<file path="config.mk">
export PLATFORM = sky130hd
export DESIGN_NAME = seq_div16_ctrl
export DESIGN_NICKNAME = d
export VERILOG_FILES = /design/src/rtl/seq_div16_ctrl.sv
export SDC_FILE = /design/constraint.sdc
export NUM_CORES = 1
export LEC_CHECK = 0
export BUFFER_PORTS_ARGS = -buffer_cell sky130_fd_sc_hd__buf_2
export CAP_MARGIN = 15
export CORE_MARGIN = 5
export CORE_UTILIZATION = 43
export CTS_BUF_LIST = sky130_fd_sc_hd__clkbuf_16
export DETAILED_ROUTE_END_ITERATION = 12
export PLACE_DENSITY = 0.73
export SYNTH_ARGS = -nofsm -noshare
export SYNTH_HDL_FRONTEND = slang
export SYNTH_SLANG_ARGS = --single-unit
export TNS_END_PERCENT = 20
</file>
<file path="constraint.sdc">
create_clock -name clk -period 6.9 [get_ports clk]
set_clock_uncertainty 0.2 [all_clocks]
set_input_delay 1.38 -clock clk [delete_from_list [all_inputs] [get_ports clk]]
set_output_delay 1.38 -clock clk [all_outputs]
set_load 0.01 [all_outputs]
</file>
<file path="src/rtl/seq_div16_ctrl.sv">
// seq_div16_ctrl: sequencing controller for an unsigned restoring divider.
// The subtraction R - D is done by an external shared CPA adder as R + ~D + 1.
// This block owns the remainder/quotient/divisor registers, drives the adder
// operands, and samples the adder after a programmable settle time. It
// produces one quotient bit per iteration.
module seq_div16_ctrl #(
  parameter int WIDTH  = 16,
  parameter int SETTLE = 1
) (
  input  logic             clk,
  input  logic             rst,
  input  logic             start,
  input  logic [WIDTH-1:0] dividend,
  input  logic [WIDTH-1:0] divisor,
  output logic             busy,
  output logic             done,
  output logic             div_by_zero,
  output logic [WIDTH-1:0] quotient,
  output logic [WIDTH-1:0] remainder,
  output logic [WIDTH-1:0] add_a,
  output logic [WIDTH-1:0] add_b,
  output logic             add_cin,
  input  logic [WIDTH-1:0] add_s,
  input  logic             add_cout
);

  localparam logic [2:0] S_IDLE  = 3'd0;
  localparam logic [2:0] S_SHIFT = 3'd1;
  localparam logic [2:0] S_WAIT  = 3'd2;
  localparam logic [2:0] S_EVAL  = 3'd3;
  localparam logic [2:0] S_DONE  = 3'd4;

  localparam int BW = (WIDTH > 1) ? $clog2(WIDTH) : 1;
  localparam int SW = (SETTLE > 0) ? $clog2(SETTLE + 1) : 1;

  logic [2:0]       state;
  logic [WIDTH-1:0] r;
  logic [WIDTH-1:0] q;
  logic [WIDTH-1:0] d;
  logic             rmsb;
  logic [BW-1:0]    bitcnt;
  logic [SW-1:0]    setcnt;

  logic             accept;
  logic [WIDTH-1:0] r_next;

  // A set rmsb means the shifted remainder is >= 2^WIDTH > D. In that case the
  // subtraction must succeed even when the adder reports a borrow. The wrapped
  // sum is then the exact new remainder.
  assign accept = add_cout | rmsb;
  assign r_next = accept ? add_s : r;

  assign busy    = (state != S_IDLE);
  assign done    = (state == S_DONE);
  assign add_a   = r;
  assign add_b   = ~d;
  assign add_cin = 1'b1;

  // Control FSM plus datapath registers; async reset clears everything.
  always_ff @(posedge clk or posedge rst) begin
    if (rst) begin
      state       <= S_IDLE;
      r           <= '0;
      q           <= '0;
      d           <= '0;
      rmsb        <= 1'b0;
      bitcnt      <= '0;
      setcnt      <= '0;
      quotient    <= '0;
      remainder   <= '0;
      div_by_zero <= 1'b0;
    end else begin
      case (state)
        S_IDLE: begin
          if (start) begin
            div_by_zero <= 1'b0;
            if (divisor == '0) begin
              quotient    <= '1;
              remainder   <= dividend;
              div_by_zero <= 1'b1;
              state       <= S_DONE;
            end else begin
              r      <= '0;
              q      <= dividend;
              d      <= divisor;
              bitcnt <= '0;
              state  <= S_SHIFT;
            end
          end
        end

        S_SHIFT: begin
          {rmsb, r, q} <= {r, q, 1'b0};
          setcnt       <= SW'(SETTLE);
          state        <= (SETTLE > 0) ? S_WAIT : S_EVAL;
        end

        S_WAIT: begin
          setcnt <= setcnt - SW'(1);
          if (setcnt == SW'(1)) begin
            state <= S_EVAL;
          end
        end

        S_EVAL: begin
          r    <= r_next;
          q[0] <= accept;
          if (bitcnt == BW'(WIDTH - 1)) begin
            quotient  <= {q[WIDTH-1:1], accept};
            remainder <= r_next;
            state     <= S_DONE;
          end else begin
            bitcnt <= bitcnt + BW'(1);
            state  <= S_SHIFT;
          end
        end

        S_DONE: begin
          state <= S_IDLE;
        end

        default: begin
          state <= S_IDLE;
        end
      endcase
    end
  end

endmodule

</file>
# Yosys cells after proc, flatten, opt, wreduce, memory -nomap -nowiden

Cells that the tools add are included.

Register bits: 90
Bits of input ports: 52
Word-level logic and storage cells: 68

Add/subtract/negate cells: 2
Eq/ne operators: 11
Multiplexer cells: 27
Bitwise operators: 3
Reductions and logical operators: 14

Operator list:

| cell                                                 | count |
|---|---|
| 2-to-1 mux 16 bit                                    | 11 |
| case mux 16 bit (2 select lines)                     | 2 |
| case mux 16 bit (3 select lines)                     | 1 |
| case mux 15 bit (2 select lines)                     | 1 |
| logical NOT 16 bit                                   | 1 |
| inverter 16 bit                                      | 1 |
| 2-to-1 mux 3 bit                                     | 4 |
| 2-to-1 mux 4 bit                                     | 3 |
| != test 2 bit (second input constant)                | 6 |
| case mux 3 bit (4 select lines)                      | 1 |
| AND reduction 3 bit                                  | 3 |
| case mux 4 bit (2 select lines)                      | 1 |
| AND reduction 4 bit                                  | 2 |
| equality test 3 x 2 -> 1 bit (second input constant) | 2 |
| nonzero test 2 bit                                   | 3 |
| nonzero test 3 bit                                   | 2 |
| adder 4 x 1 -> 4 bit (second input constant)         | 1 |
| equality test 4 bit (second input constant)          | 1 |
| AND reduction 2 bit                                  | 2 |
| equality test 3 x 1 -> 1 bit (second input constant) | 1 |
| equality test 3 bit (second input constant)          | 1 |
| logical NOT 3 bit                                    | 1 |
| case mux 1 bit (3 select lines)                      | 1 |
| case mux 1 bit (2 select lines)                      | 1 |
| other kinds (4)                                      | 4 |

# Logic depth before layout (Yosys ltp)

Word-level depth: 4
Depth in mapped cells: 7
Gate-level depth less buffers: 5

# Least setup slack after synthesis

No wires, ideal clock.

Kind: in2reg
From: input divisor[2]
To: register d[10]
Library setup time: 125 ps
Arrival: 2,744 ps
Slack: 3,831 ps
Stages: 5
Cell sequence: nor4_1 nand4_1 nand3_1 buf_2 mux2_2

Longest elaborated chain between the ends: 3

RTL lines:

| what                          | line | text |
|---|---|---|
| start: declaration            | 14   | `input logic [WIDTH-1:0] divisor,` |
| logical NOT 16 bit            | 77   | `if (divisor == '0) begin` |
| inverter 1 bit (no line)      | n/a  |  |
| AND reduction 3 bit (no line) | n/a  |  |
| end signal: assignment        | 85   | `d <= divisor;` |
| end: declaration              | 39   | `logic [WIDTH-1:0] d;` |

No other way between the ends.
A chain may end at the register's enable or synchronous reset.

# Final worst setup path

From: input divisor[7]
To: register d[15]

The elaborated chain is that of the path after synthesis.

==> out/results.ini <==
[job]
drv_cap=0

[routing]
wl_per_cell_um=17.5
drtIter0Drc=225
wl_mm=10.7
detail-route-antenna-nets=0
vias=3286
first_pass_iters=4
post-route-drc-count=0
vias_per_cell=5.36

[setup_path]
start_kind=primary input
cp_top_family=simple AND/OR/NAND/NOR gates
endpoint_kind=flop
slowest_stage=nand3_1
path_cells=buf_2 -> nor4_1 -> nand4_1 -> nand3_1 -> buf_4 -> mux2_2
cp_slowest_stage_delay_ps=650
required_ps=6920
cp.arrival_ps=3640
critical_path_buf_inv_count=2
path_class=primary input to flop
path_max_fanout=16

[finish]
register_area_um2=2250
fill_cells=867
layout.cells.most_common=buf_2
syn2layout_area_growth_pct=21.5
final_area_um2=5120
diodes=0
drive_gt1_frac=0.392
most-common-layout-cells=buf_2, dfrtp_1, inv_1
multiInputGateArea_um2=1680
nNetsFinal=531
stdcell_count=613

[floorplan]
placementRows=36
die_area_um2=11900
ios=120
core-area_um2=9680
fp.dieW_um=109
die_h_um=109
initial_core_util=0.435

[synth]
seq_area_frac_synth=0.535
syn_nets=420
synth_warnings=0
ys_ff_latch=90
syn-instance-count=367
synth_area_um2=4210
synth.avg_cell_area_um2=11.5
yosys.cell_types.count=45

[clocking]
cts_tree=built
cts_buffers=9
hold_buffers=0
clk_latency_ps=330
cts.sinks=90
cts_root_buf=clkbuf_16
clkTransAtPathRegs_ps=60
cts_setup_buffers=0
clk_path_buf_depth=2
ctsResizeCount=0
htreeDepth=3

[timing]
final_max_slew_viol_count=0
fin_setup_tns_ps=0
setup_viol=0
worst_pin_slew_ps=777
finalCritPeriodShare=0.526
max-slew-margin-rel=0.482
hold_viol=0
fin_crit_ps=3630
fmax_mhz=276
rsz0062_at_grt=false

[placed_design]
port_buffers=118
gp_congestion=0.808
place_inst=600
dpl.hpwl_mm=7.61
post_dp_cell_area_um2=4880

[status]
status=finished clean

[global_routing]
grt_max_degree=56
grtUsageTotal=0.185
grt-ovfl-total=0
grt_pass1_wl_mm=17.2
antenna_found_initial=0
grt_pass1_vias=3352

[worst_hold_path]
hp-class=flop to flop

[pwr]
vdd_drop_max_mv=0.199
p_total_uw=2140
p_leak_uw=0.00252
power_density_nw_per_um2=419

## worst paths after layout
kind                              start  cells after the start       endpoint  slack (ps)
min reg2reg                quotient[13]                      1   quotient[13]         290
max reg2reg                    state[1]                      5  remainder[14]        3770
min in group asynchronous           rst                      2           q[0]         900
min                        quotient[13]                      1   quotient[13]         290
max in group asynchronous           rst                      3   quotient[15]        4460
max                          divisor[7]                      6          d[15]        3270
## through the flow
stage	util	worst slack, ps	hold slack (ps)
after CTS	0.529	3280	294
after detailed placement	0.504	2920	276
final	0.529	3270	290
after global routing	0.529	3090	302
after floorplan	-	2980	273
after global placement	0.504	2990	277
## routing by layer
layer,vias to the layer above,part of all wire,track usage
li1,1545,-,-
met1,1618,0.44,0.246
met2,110,0.48,0.300
met3,13,0.071,0.0414
met4,0,0.011,0.0568
met5,-,0,0
## power breakdown
group          switching (uW)  internal [uW]
registers                 170            722
logic                     434            397
clock network             188            233
total                     792           1350
## synthesized netlist by cell type (all sizes together)
library cell / instances / area share
ha: 1 / 0.0030
conb: 1 / 0.00089
a31o: 1 / 0.0021
or2: 1 / 0.0015
a21o: 1 / 0.0018
nor3: 2 / 0.0024
nor4: 4 / 0.0059
nand2: 21 / 0.019
o211ai: 1 / 0.0018
nor2: 11 / 0.010
inv: 36 / 0.032
clkbuf: 11 / 0.0098
nand3b: 1 / 0.0018
a22oi: 16 / 0.029
dfrtp: 90 / 0.53
nand3: 2 / 0.0024
o21a: 1 / 0.0018
mux2: 35 / 0.10
o221ai: 2 / 0.0042
o22a: 16 / 0.033
or4b: 1 / 0.0033
buf: 14 / 0.025
o21ba: 1 / 0.0024
o221a: 15 / 0.040
a22o: 1 / 0.0021
o21bai: 1 / 0.0018
a21oi: 4 / 0.0048
and3: 1 / 0.0015
nor2b: 1 / 0.0015
mux2i: 16 / 0.038
o31ai: 1 / 0.0018
xnor2: 1 / 0.0021
nand2b: 1 / 0.0015
nand4: 1 / 0.0015
a32o: 1 / 0.0024
a221oi: 1 / 0.0021
o21ai: 36 / 0.045
or3: 16 / 0.024
## cell families after synthesis
logic type	after synthesis	synth area share
AO/OA/AOI/OAI	99	0.176
flip-flops	90	0.535
AND/OR/NAND/NOR	63	0.0761
buffers and inverters	61	0.0665
multiplexers	51	0.141
adder cells (fa/ha/maj)	1	0.00297
other	1	0.000890
XOR/XNOR	1	0.00208
## final cells by class
type	count	area share
Timing Repair Buffer	125	0.126
Clock inverter	4	0.00318
Clock buffer	9	0.0440
Sequential cell	90	0.440
Tap cell	133	0.0325
Inverter	36	0.0266
Multi-Input combinational cell	216	0.328
## sequential cells by signal, summed over array words and instances, names as in the netlist
register     flops
setcnt           1
div_by_zero      1
add_a           16
rmsb             1
quotient        16
state            3
q               16
remainder       16
d               16
bitcnt           4
(Power assumes the default switching activity.)
